===== config.mk =====
export PLATFORM = sky130hd
export DESIGN_NAME = bcd_scan_display
export DESIGN_NICKNAME = d
export VERILOG_FILES = /design/src/rtl/bcd_scan_display_pkg.sv /design/src/rtl/bcd_scan_display_bcd_to_seg.sv /design/src/rtl/bcd_scan_display.sv
export SDC_FILE = /design/constraint.sdc
export NUM_CORES = 1
export LEC_CHECK = 0
export BUFFER_PORTS_ARGS = -buffer_cell sky130_fd_sc_hd__buf_2
export CORE_UTILIZATION = 63
export CTS_BUF_LIST = sky130_fd_sc_hd__clkbuf_4
export DETAILED_ROUTE_END_ITERATION = 16
export GPL_TIMING_DRIVEN = 0
export MAX_ROUTING_LAYER = met4
export PLACE_DENSITY_LB_ADDON = 0.1
export SLEW_MARGIN = 20
export SYNTH_ARGS = -nofsm -noshare
export SYNTH_HDL_FRONTEND = slang
export SYNTH_SLANG_ARGS = --single-unit

===== constraint.sdc =====
create_clock -name CP -period 6.5 [get_ports CP]
set_input_delay 1.95 -clock CP [delete_from_list [all_inputs] [get_ports CP]]
set_output_delay 1.95 -clock CP [all_outputs]
set_load 0.01 [all_outputs]

===== src/rtl/bcd_scan_display_pkg.sv =====
// -----------------------------------------------------------------------------
// bcd_scan_display_pkg
// Shared constants for the multiplexed 7-segment time display:
//   - active-low segment patterns, bit order {g,f,e,d,c,b,a}
//   - digit index constants (index 0 is the leftmost digit, HourH)
//   - NUM_DIGITS, the number of scanned digits
// -----------------------------------------------------------------------------
package bcd_scan_display_pkg;

    localparam int NUM_DIGITS = 6;

    // Segment patterns, active-low, {g,f,e,d,c,b,a}
    localparam logic [6:0] SEG_0    = 7'b1000000;
    localparam logic [6:0] SEG_1    = 7'b1111001;
    localparam logic [6:0] SEG_2    = 7'b0100100;
    localparam logic [6:0] SEG_3    = 7'b0110000;
    localparam logic [6:0] SEG_4    = 7'b0011001;
    localparam logic [6:0] SEG_5    = 7'b0010010;
    localparam logic [6:0] SEG_6    = 7'b0000010;
    localparam logic [6:0] SEG_7    = 7'b1111000;
    localparam logic [6:0] SEG_8    = 7'b0000000;
    localparam logic [6:0] SEG_9    = 7'b0010000;
    localparam logic [6:0] SEG_DASH = 7'b0111111;
    localparam logic [6:0] SEG_OFF  = 7'b1111111;

    // Digit positions, left to right
    localparam logic [2:0] DIG_HH = 3'd0;
    localparam logic [2:0] DIG_HL = 3'd1;
    localparam logic [2:0] DIG_MH = 3'd2;
    localparam logic [2:0] DIG_ML = 3'd3;
    localparam logic [2:0] DIG_SH = 3'd4;
    localparam logic [2:0] DIG_SL = 3'd5;

endpackage


===== src/rtl/bcd_scan_display_bcd_to_seg.sv =====
// -----------------------------------------------------------------------------
// bcd_to_seg
// Pure combinational BCD to 7-segment decoder, active-low outputs.
// Codes 10..15 are not valid BCD and are shown as a dash (segment g only).
// Ports:
//   bcd  in  4  BCD digit
//   seg  out 7  segments {g,f,e,d,c,b,a}, active-low
// -----------------------------------------------------------------------------
module bcd_to_seg
    import bcd_scan_display_pkg::*;
(
    input  logic [3:0] bcd,
    output logic [6:0] seg
);

    always_comb begin
        seg = SEG_DASH;
        case (bcd)
            4'd0:    seg = SEG_0;
            4'd1:    seg = SEG_1;
            4'd2:    seg = SEG_2;
            4'd3:    seg = SEG_3;
            4'd4:    seg = SEG_4;
            4'd5:    seg = SEG_5;
            4'd6:    seg = SEG_6;
            4'd7:    seg = SEG_7;
            4'd8:    seg = SEG_8;
            4'd9:    seg = SEG_9;
            default: seg = SEG_DASH;
        endcase
    end

endmodule


===== src/rtl/bcd_scan_display.sv =====
// -----------------------------------------------------------------------------
// bcd_scan_display
// Time-multiplexed driver for a 6-digit common-anode 7-segment display showing
// HH:MM:SS. Each digit is lit for SCAN_DIV clocks; the six BCD inputs and PM
// are snapshotted once per frame so a digit never changes mid-frame. Digits
// selected by BlinkMask are blanked during alternate BLINK_DIV-frame windows.
//
// Ports:
//   CP        in  1  clock
//   CR        in  1  synchronous active-high reset
//   EN        in  1  scan enable; low holds the scan state and blanks outputs
//   HourH..SecL in 4 each  BCD digits (index 0 = HourH ... index 5 = SecL)
//   PM        in  1  PM indicator, shown on the DP of digit 5
//   BlinkMask in  6  per-digit blink enable, sampled live
//   Seg       out 7  segments {g,f,e,d,c,b,a}, active-low, registered
//   DP        out 1  decimal point, active-low, registered
//   AN        out 6  digit enables, active-low, registered
//   FrameDone out 1  one-cycle pulse when digit 5 finishes its slot
//
// Optional feature: define BCD_SCAN_LZB_EN for leading-zero blanking of HourH.
// -----------------------------------------------------------------------------
module bcd_scan_display
    import bcd_scan_display_pkg::*;
#(
    parameter int SCAN_DIV  = 50000,
    parameter int BLINK_DIV = 25
)(
    input  logic       CP,
    input  logic       CR,
    input  logic       EN,
    input  logic [3:0] HourH,
    input  logic [3:0] HourL,
    input  logic [3:0] MinH,
    input  logic [3:0] MinL,
    input  logic [3:0] SecH,
    input  logic [3:0] SecL,
    input  logic       PM,
    input  logic [5:0] BlinkMask,
    output logic [6:0] Seg,
    output logic       DP,
    output logic [5:0] AN,
    output logic       FrameDone
);

    localparam int PW = $clog2(SCAN_DIV);
    localparam int FW = $clog2(BLINK_DIV + 1);

    logic [PW-1:0] presc_reg, presc_next;
    logic [2:0]    idx_reg, idx_next;
    logic [FW-1:0] frame_reg, frame_next;
    logic          phase_reg, phase_next;
    logic          cap_pending_reg, cap_pending_next;
    logic [3:0]    shadow_reg [NUM_DIGITS];
    logic          pm_reg;
    logic [3:0]    digit_in [NUM_DIGITS];

    logic          tick;
    logic          frame_end;
    logic          capture;
    logic [3:0]    cur_digit;
    logic          cur_blink;
    logic [6:0]    dec_seg;
    logic          lzb_blank;

    logic [6:0]    seg_reg, seg_next;
    logic          dp_reg, dp_next;
    logic [5:0]    an_reg, an_next;
    logic          fd_reg, fd_next;

    assign digit_in[0] = HourH;
    assign digit_in[1] = HourL;
    assign digit_in[2] = MinH;
    assign digit_in[3] = MinL;
    assign digit_in[4] = SecH;
    assign digit_in[5] = SecL;

    // ---------------- scan sequencing ----------------
    always_comb begin
        tick      = EN && (presc_reg == PW'(SCAN_DIV - 1));
        frame_end = tick && (idx_reg == DIG_SL);
        // A pending capture covers the first enabled cycle after reset so the
        // shadow does not show zeros for a whole frame.
        capture   = EN && (cap_pending_reg || frame_end);

        presc_next       = presc_reg;
        idx_next         = idx_reg;
        frame_next       = frame_reg;
        phase_next       = phase_reg;
        cap_pending_next = cap_pending_reg && !EN;

        if (EN) begin
            presc_next = tick ? '0 : presc_reg + PW'(1);
        end
        if (tick) begin
            idx_next = (idx_reg == DIG_SL) ? DIG_HH : idx_reg + 3'd1;
        end
        if (frame_end) begin
            if (frame_reg == FW'(BLINK_DIV - 1)) begin
                frame_next = '0;
                phase_next = ~phase_reg;
            end else begin
                frame_next = frame_reg + FW'(1);
            end
        end
    end

    always_ff @(posedge CP) begin
        if (CR) begin
            presc_reg       <= '0;
            idx_reg         <= DIG_HH;
            frame_reg       <= '0;
            phase_reg       <= 1'b0;
            cap_pending_reg <= 1'b1;
            pm_reg          <= 1'b0;
            for (int i = 0; i < NUM_DIGITS; i++) begin
                shadow_reg[i] <= 4'd0;
            end
        end else begin
            presc_reg       <= presc_next;
            idx_reg         <= idx_next;
            frame_reg       <= frame_next;
            phase_reg       <= phase_next;
            cap_pending_reg <= cap_pending_next;
            if (capture) begin
                pm_reg <= PM;
                for (int i = 0; i < NUM_DIGITS; i++) begin
                    shadow_reg[i] <= digit_in[i];
                end
            end
        end
    end

    // ---------------- digit selection and decode ----------------
    // Explicit compare loops keep the selects safe for idx values 6 and 7.
    always_comb begin
        cur_digit = 4'd0;
        cur_blink = 1'b0;
        for (int i = 0; i < NUM_DIGITS; i++) begin
            if (idx_reg == 3'(i)) begin
                cur_digit = shadow_reg[i];
                cur_blink = BlinkMask[i];
            end
        end
    end

    bcd_to_seg u_dec (
        .bcd (cur_digit),
        .seg (dec_seg)
    );

`ifdef BCD_SCAN_LZB_EN
    assign lzb_blank = (idx_reg == DIG_HH) && (shadow_reg[0] == 4'd0);
`else
    assign lzb_blank = 1'b0;
`endif

    // ---------------- output stage ----------------
    generate
        for (genvar gi = 0; gi < NUM_DIGITS; gi++) begin : g_an
            assign an_next[gi] = ~(EN && (idx_reg == 3'(gi)));
        end
    endgenerate

    always_comb begin
        seg_next = SEG_OFF;
        dp_next  = 1'b1;
        fd_next  = frame_end;
        if (EN) begin
            if (phase_reg && cur_blink) begin
                seg_next = SEG_OFF;
                dp_next  = 1'b1;
            end else begin
                seg_next = lzb_blank ? SEG_OFF : dec_seg;
                // Colons after the hour and minute pairs; PM dot on the last digit.
                dp_next  = !((idx_reg == DIG_HL) || (idx_reg == DIG_ML) ||
                             ((idx_reg == DIG_SL) && pm_reg));
            end
        end
    end

    always_ff @(posedge CP) begin
        if (CR) begin
            seg_reg <= SEG_OFF;
            dp_reg  <= 1'b1;
            an_reg  <= 6'b111111;
            fd_reg  <= 1'b0;
        end else begin
            seg_reg <= seg_next;
            dp_reg  <= dp_next;
            an_reg  <= an_next;
            fd_reg  <= fd_next;
        end
    end

    assign Seg       = seg_reg;
    assign DP        = dp_reg;
    assign AN        = an_reg;
    assign FrameDone = fd_reg;

endmodule


==> impl_metrics.csv, run 1 <==
group,metric,value,unit
synthesis,synth_adder_area_share,2.037,%
layout,post_route_cells_drive_above_1_share,21.29,%
cts,cts_hold_repair.buffers,0,
pwr,powerDensity,219.5,nW/um2
critical_path,reg2reg_to,"Seg[3]",
critical_path,critical_path_maximum_fanout,24,
critical_path,critPathCaptureType,"flip-flop",
route,via_count,2366,
layout,postLayoutCoreUtil,74.69,%
critical_path,worst_ep_required_time,6530,ps
synthesis,synth_area,3070,um2
placed_design,gpl.final_weighted_congestion,0.7868,
synthesis,ys.flop_type,"dfxtp_1",
critical_path,ff2ff_path_depth,11,
synthesis,synthArstFlopShare,0,%
timing,finalMaxSlewViolations,0,
route,detail-route-antenna-nets,0,
critical_path,critPathSlowestCell,"nand2b_2",
synthesis,yosys-top-cells-area,"dfxtp_1, edfxtp_1, and2_1",
worst_hold_path,timing.hold.worst.class,"reg2reg",
status,status,"complete, no violations",
cts,clock_path_buffers,2,
synthesis,ys_ff_latch,66,
route,drt-total-wl,5896,um
cts,clk_pin_slew,100,ps
synthesis,synthTopCellsByCount,"dfxtp_1, nor2_1, and2_1",
layout,final_cell_count_no_fill,425,
cts,h-tree-depth,3,
cts,tritoncts.num_buffers,9,
global_route,grt.overflow.total,0,
timing,worstMarginPinSlew,780.0,ps
route,detail_route.drc_violations,0,
floorplanning,die_width,71.81,um
critical_path,worstPathCellList,"buf_2, and3_1, buf_2, and3_1, and3_1, o21ai_0, nand2b_2",
placed_design,dpl_ws,2199,ps
timing,worst_slack,2967,ps
global_route,grt_max_degree,25,
route,dr_pass1_iterations,4,
floorplanning,row_count,25,
critical_path,critical_path.max_stage_delay,420,ps
layout,num-nets-final,405,
synthesis,syn_nets,347,
timing,finalSetupViolations,0,
synthesis,largest_family_of_logic_cells_by_synthesized_area,"simple AND/OR/NAND/NOR gates",
synthesis,synth_enable_flop_cells,24,
synthesis,synth_seq_area_share,50.86,%
cts,cts.sinks,66,
global_route,grt_first_pass_wirelength,9811,um
floorplanning,floorplan.die_area,5157,um2
placed_design,io_port_bufs,47,
critical_path,r2r_slack,3520,ps
critical_path,timing.critical_path.from_type,"input port",
critical_path,crit_path_most_repeated_cell,"and3_1",
synthesis,synthDominantAreaCellType,"dfxtp_1",
floorplanning,chipHeight,71.81,um
critical_path,r2r-start,"idx_reg[0]",
cts,worstSkewPairLatency,400,ps
timing,setup_total_negative_slack,0,ps
layout,flip_flop_count_of_the_largest_register_after_layout,24,
cts,post_cts_buffers,0,
timing,final_min_period,3533,ps
layout,syn_to_final_growth,14.14,%
synthesis,synthSimpleGateAreaFrac,23.84,%
global_route,grt.total_usage,25.94,%
route,route.detailed.wl_per_inst,13.87,um
placed_design,placed_cells,409,
global_route,grt_pass1_vias,2154,
timing,hold_violations,0,
cts,ctsRootBufferMaster,"clkbuf_4",
cts,ctsResizeCount,0,
critical_path,cp.buffers_inverters,2,
timing,maxClockFrequency,0.2830,GHz
floorplanning,floorplan.io_pins,49,
worst_hold_path,min_to,"cap_pending_reg",
placed_design,dp.final_hpwl,4250,um
timing,period_share,54.36,%
timing,maxSlewHeadroom,47.52,%
worst_hold_path,hold_path_depth,1,
synthesis,yosysUniqueCellTypes,55,
layout,final_area,3505,um2
layout,filler_cell_count,347,
cts,tritoncts,"done",
timing,skew,11.22,ps
pwr,peakVddDrop,135.4,uV
synthesis,yosys.cell_count.top_type,"dfxtp_1",
critical_path,timing_worst_setup_path_type,"in2reg",
placed_design,dpl_cell_area,3373,um2
global_route,initial_antenna_violation_count,0,
critical_path,cp_top_family,"simple AND/OR/NAND/NOR gates",
synthesis,synth_mux_area_share,3.464,%
route,drt-initial-drc-count,149,
synthesis,warnings_synthesis,0,
worst_hold_path,hold_path.startpoint,"cap_pending_reg",
route,post_drt_via_cell_ratio,5.567,
floorplanning,starting_utilization_of_the_core_area,65.44,%
critical_path,crit_arrival,3570,ps
job,maxCapViolCount,0,
synthesis,synth.top_cell.area_share,27.38,%
synthesis,synth_xor_xnor_area_share,4.279,%
synthesis,average_instance_area_after_synthesis,9.969,um2
pwr,static_leakage,1.369,nW
floorplanning,core_region_area,4692,um2
synthesis,synth_compound_gate_area_share,11.41,%
synthesis,synthesis.instances,308,
timing,setup_repair_after_global_routing_missed_its_margin,"false",
layout,diodes,0,
## where the power goes
group	internal (mW)	switching [mW]	total, mW
Combinational	0.0265	0.0303	0.0568
Sequential	0.445	0.00548	0.451
Clock	0.122	0.140	0.262
## layer usage
metal / wire length (um) / up-vias / GRT usage (%) / share of wire [%]
met5: 0 / - / - / 0
met4: 122 / 0 / 12.64 / 2.1
met3: 268 / 13 / 4.923 / 4.5
met2: 2722 / 61 / 38.47 / 46
met1: 2782 / 1085 / 34.28 / 47
li1: - / 1207 / - / -
## kinds of logic (layout without fill, tap and decap cells)
family / after synthesis / after routing
AND/OR/NAND/NOR: 132 / 132
flip-flops: 66 / 66
AO/OA/AOI/OAI: 53 / 53
buffers and inverters: 27 / 90
XOR/XNOR: 15 / 15
multiplexers: 10 / 10
adder cells (fa/ha/maj): 5 / 5
## per-stage QoR
stage / power, mW / hold slack [ps]
floorplan: 0.4942 / 448.0
global placement: 0.5143 / 456.4
detailed placement: 0.5168 / 464.9
CTS: 0.7746 / 488.3
global route: 0.8017 / 511.6
finish: 0.7691 / 491.4
## area by class of cell
class	count	area (um2)	area share (%)
Buffer	14	77.57	2.213
Timing Repair Buffer	47	235.2	6.712
Tap cell	54	67.56	1.928
Multi-Input combinational cell	215	1385	39.52
Clock inverter	5	46.29	1.321
Clock buffer	11	82.58	2.356
Sequential cell	66	1562	44.56
Inverter	13	48.80	1.392
## worst reg2reg max path: stages (launching register included)
cell,delay (ps)
dfxtp_1,330
buf_4,190
clkbuf_1,330
and2_1,190
ha_1,200
nor3_1,90
a22o_1,210
a2111oi_2,590
inv_1,180
ha_1,330
a21oi_1,60
nand4b_1,170
## cell usage in the layout, fill, tap and decap left out, types with 8 or more instances in the layout
cell type | synthesis | routed
a21oi_1 | 13 | 13
and2_1 | 28 | 28
buf_2 | 5 | 52
clkbuf_4 | 0 | 11
dfxtp_1 | 42 | 42
edfxtp_1 | 24 | 24
inv_1 | 13 | 13
nand2_1 | 18 | 18
nand3_1 | 9 | 9
nor2_1 | 30 | 30
o21ai_0 | 11 | 11
xor2_1 | 8 | 8
## worst max-delay path by stage
| stage | start | endpoint | slack, ps | cells after the start |
|---|---|---|---|---|
| 6_report | EN | shadow_reg[1][2] | 2970 | 7 |
| 2_1_floorplan | EN | shadow_reg[0][0] | 2770 | 6 |
| 3_5_place_dp | EN | shadow_reg[1][0] | 2200 | 7 |
| 5_1_grt | EN | shadow_reg[1][2] | 2780 | 7 |
| 3_3_place_gp | EN | shadow_reg[5][3] | 2250 | 7 |
| 4_1_cts | EN | shadow_reg[1][2] | 2620 | 7 |
No activity file was read; power rests on OpenSTA's default activity.
==> run 2: changes to the inputs <==
--- a/config.mk
+++ b/config.mk
@@ -5,8 +5,9 @@
 export SDC_FILE = /design/constraint.sdc
 export NUM_CORES = 1
 export LEC_CHECK = 0
+export ABC_AREA = 1
 export BUFFER_PORTS_ARGS = -buffer_cell sky130_fd_sc_hd__buf_2
-export CORE_UTILIZATION = 63
+export CORE_UTILIZATION = 54
 export CTS_BUF_LIST = sky130_fd_sc_hd__clkbuf_4
 export DETAILED_ROUTE_END_ITERATION = 16
 export GPL_TIMING_DRIVEN = 0
==> constraint.sdc (replaced) <==
create_clock -name CP -period 3.03 [get_ports CP]
set_input_delay 0.909 -clock CP [delete_from_list [all_inputs] [get_ports CP]]
set_output_delay 0.909 -clock CP [all_outputs]
set_load 0.01 [all_outputs]
==> run 2 against run 1 <==
  * Design area rose by 11%
  * Setup slack got worse by 2500 ps
  * Global-route usage fell by 3.0 points
  * Final cell count rose by 29%
  * Critical endpoint is now shadow_reg[1][0]
  * Worst hold slack got worse by 10 ps
  * Via count rose by 15%
  * First-iteration DRC count fell by 23%
  * Clock skew fell by 1.8 ps
  * Die area rose by 29%
  * Clock-buffer cell count rose by 1
  * Critical path type is now reg2reg
  * Sequential share of layout area fell by 4.4 points
==> impl_metrics.csv, run 2 <==
group,metric,value,unit
status,status,"complete, no violations",
global_route,initial_antenna_violation_count,0,
cts,tritoncts.num_buffers,9,
timing,finalSetupViolations,0,
placed_design,dpl_cell_area,3752,um2
floorplanning,chipHeight,81.68,um
timing,worstMarginPinSlew,987.4,ps
cts,ctsRootBufferMaster,"clkbuf_4",
placed_design,gpl.final_weighted_congestion,0.8193,
cts,tritoncts,"done",
cts,clock_path_buffers,2,
layout,most-common-layout-cells,"nand2_1, inv_1, buf_2, dfxtp_1, nand3_1",
global_route,grt_first_pass_wirelength,11060,um
synthesis,syn_nets,452,
timing,setup_total_negative_slack,0,ps
pwr,share_clk_of_total_power,33.9,%
floorplanning,die_width,81.68,um
timing,setup_repair_after_global_routing_missed_its_margin,"false",
synthesis,average_instance_area_after_synthesis,8.301,um2
critical_path,crit_arrival,2640,ps
pwr,peakVddDrop,286.3,uV
layout,syn_to_final_growth,13.36,%
synthesis,synthDominantAreaCellType,"dfxtp_1",
synthesis,synthesis.instances,413,
pwr,cell_internal_pwr,1.289,mW
floorplanning,floorplan.io_pins,49,
synthesis,warnings_synthesis,0,
synthesis,ys.flop_type,"dfxtp_1",
critical_path,critPathCaptureType,"flip-flop",
critical_path,critical_path_maximum_fanout,24,
floorplanning,starting_utilization_of_the_core_area,56.89,%
pwr,powerDensity,437.5,nW/um2
layout,post_route_cells_drive_above_1_share,25.05,%
worst_hold_path,hold_path.startpoint,"pm_reg",
placed_design,io_port_bufs,46,
cts,h-tree-depth,3,
critical_path,ff2ff_path_depth,9,
layout,postLayoutCoreUtil,64.49,%
route,detail_route.drc_violations,0,
synthesis,synthArstFlopShare,0,%
timing,hold_violations,0,
global_route,grt.total_usage,22.90,%
cts,post_cts_buffers,0,
route,dr_pass1_iterations,4,
layout,layout.cells.most_common,"nand2_1",
floorplanning,core_region_area,6026,um2
critical_path,timing.critical_path.from_type,"flip-flop",
timing,maxClockFrequency,0.3838,GHz
synthesis,synth_area,3428,um2
cts,cts.sinks,66,
worst_hold_path,timing.hold.worst.class,"reg2reg",
timing,period_share,85.99,%
synthesis,synth.top_cell.area_share,24.53,%
synthesis,synth_enable_flop_cells,24,
global_route,grt_max_degree,25,
route,detail-route-antenna-nets,0,
cts,clk_pin_slew,100,ps
floorplanning,row_count,28,
global_route,grt_pass1_vias,2417,
synthesis,ys_ff_latch,66,
cts,worstSkewPairLatency,410,ps
pwr,static_leakage,1.690,nW
pwr,design_power_total,1.700,mW
placed_design,dp.final_hpwl,4763,um
synthesis,yosysUniqueCellTypes,41,
critical_path,timing_worst_setup_path_type,"reg2reg",
layout,num-nets-final,509,
critical_path,setup.worst_path.start,"presc_reg[0]",
route,post_drt_via_cell_ratio,4.965,
cts,cts_hold_repair.buffers,0,
critical_path,r2r-start,"presc_reg[0]",
floorplanning,floorplan.die_area,6672,um2
route,via_count,2731,
layout,flip_flop_count_of_the_largest_register_after_layout,24,
timing,maxSlewHeadroom,34.01,%
synthesis,synthTopCellsByCount,"nand2_1, inv_1, dfxtp_1",
placed_design,dpl_ws,11.22,ps
synthesis,yosys-top-cells-area,"dfxtp_1, edfxtp_1, nand2_1",
pwr,power.sequential.fraction,56.8,%
route,drt-total-wl,6513,um
timing,skew,9.401,ps
pwr,swShare,24.21,%
route,route.detailed.wl_per_inst,11.84,um
route,drt-initial-drc-count,115,
synthesis,yosys.cell_count.top_type,"nand2_1",
timing,worst_slack,424.5,ps
pwr,switch_pwr,411.6,uW
job,maxCapViolCount,0,
critical_path,worst_ep_required_time,3060,ps
pwr,power_frac_comb,9.3,%
global_route,grt.overflow.total,0,
layout,final_area,3886,um2
layout,diodes,0,
synthesis,synth_seq_area_share,45.55,%
cts,ctsResizeCount,0,
timing,final_min_period,2606,ps
worst_hold_path,hold_path_depth,2,
timing,finalMaxSlewViolations,0,
[run 2: path summary, 6_finish.rpt]
path                            slack [ps]          endpoint
worst max-delay path                   420  shadow_reg[1][0]
worst min-delay path                   480            pm_reg
worst max register to register         420  shadow_reg[1][0]
worst min register to register         480            pm_reg
[run 2: worst max-delay path, stage by stage, from the launching register on]
cell	delay, ps
dfxtp_1	410
ha_1	190
nand2_1	70
clkinv_1	90
nand2_2	70
nor4_4	350
nand2_2	140
nand2_4	100
nand2_1	70
nand2_1	720
[run 2: metrics by stage]
stage / cells / hold WS, ps
final: 550 / 481.3
after global routing: 550 / 500.9
after CTS: 550 / 484.3
after detailed placement: 534 / 461.8
after global placement: 534 / 456.0
after floorplan: 413 / 443.0
[run 2: routing by layer]
metal / global-route usage, % / part of all wire [%] / vias to the layer above
li1: - / - / 1449
met1: 30.45 / 49 / 1213
met2: 34.50 / 46 / 65
met3: 4.000 / 3.7 / 4
met4: 9.474 / 0.88 / 0
met5: - / 0 / -
[run 2: cell families after synthesis]
group | after synthesis | share of synthesized area, %
and+or+nand+nor | 217 | 34.56
buffers and inverters | 77 | 9.817
DFF | 66 | 45.55
AOI/OAI and AO/OA | 43 | 6.971
xor gates and xnor gates | 5 | 1.277
adders and majority gates | 5 | 1.825
[run 2: cell type report]
cell class,instances,area [um2]
repair buffers,46,230.2
inverters,68,260.3
well taps,75,93.84
multi-input cells,270,1530
plain buffers,9,76.32
clock inverters,4,43.79
fillers,540,2140
clock buffers,12,90.09
flip-flops and latches,66,1562
[run 2: power groups by stage]
stage | Sequential, mW | Combinational (mW) | Clock (mW)
3_3_place_gp | 0.986 | 0.156 | 0
6_report | 0.966 | 0.158 | 0.576
5_1_grt | 0.971 | 0.179 | 0.630
3_5_place_dp | 0.987 | 0.159 | 0
4_1_cts | 0.966 | 0.159 | 0.590
2_1_floorplan | 0.988 | 0.106 | 0
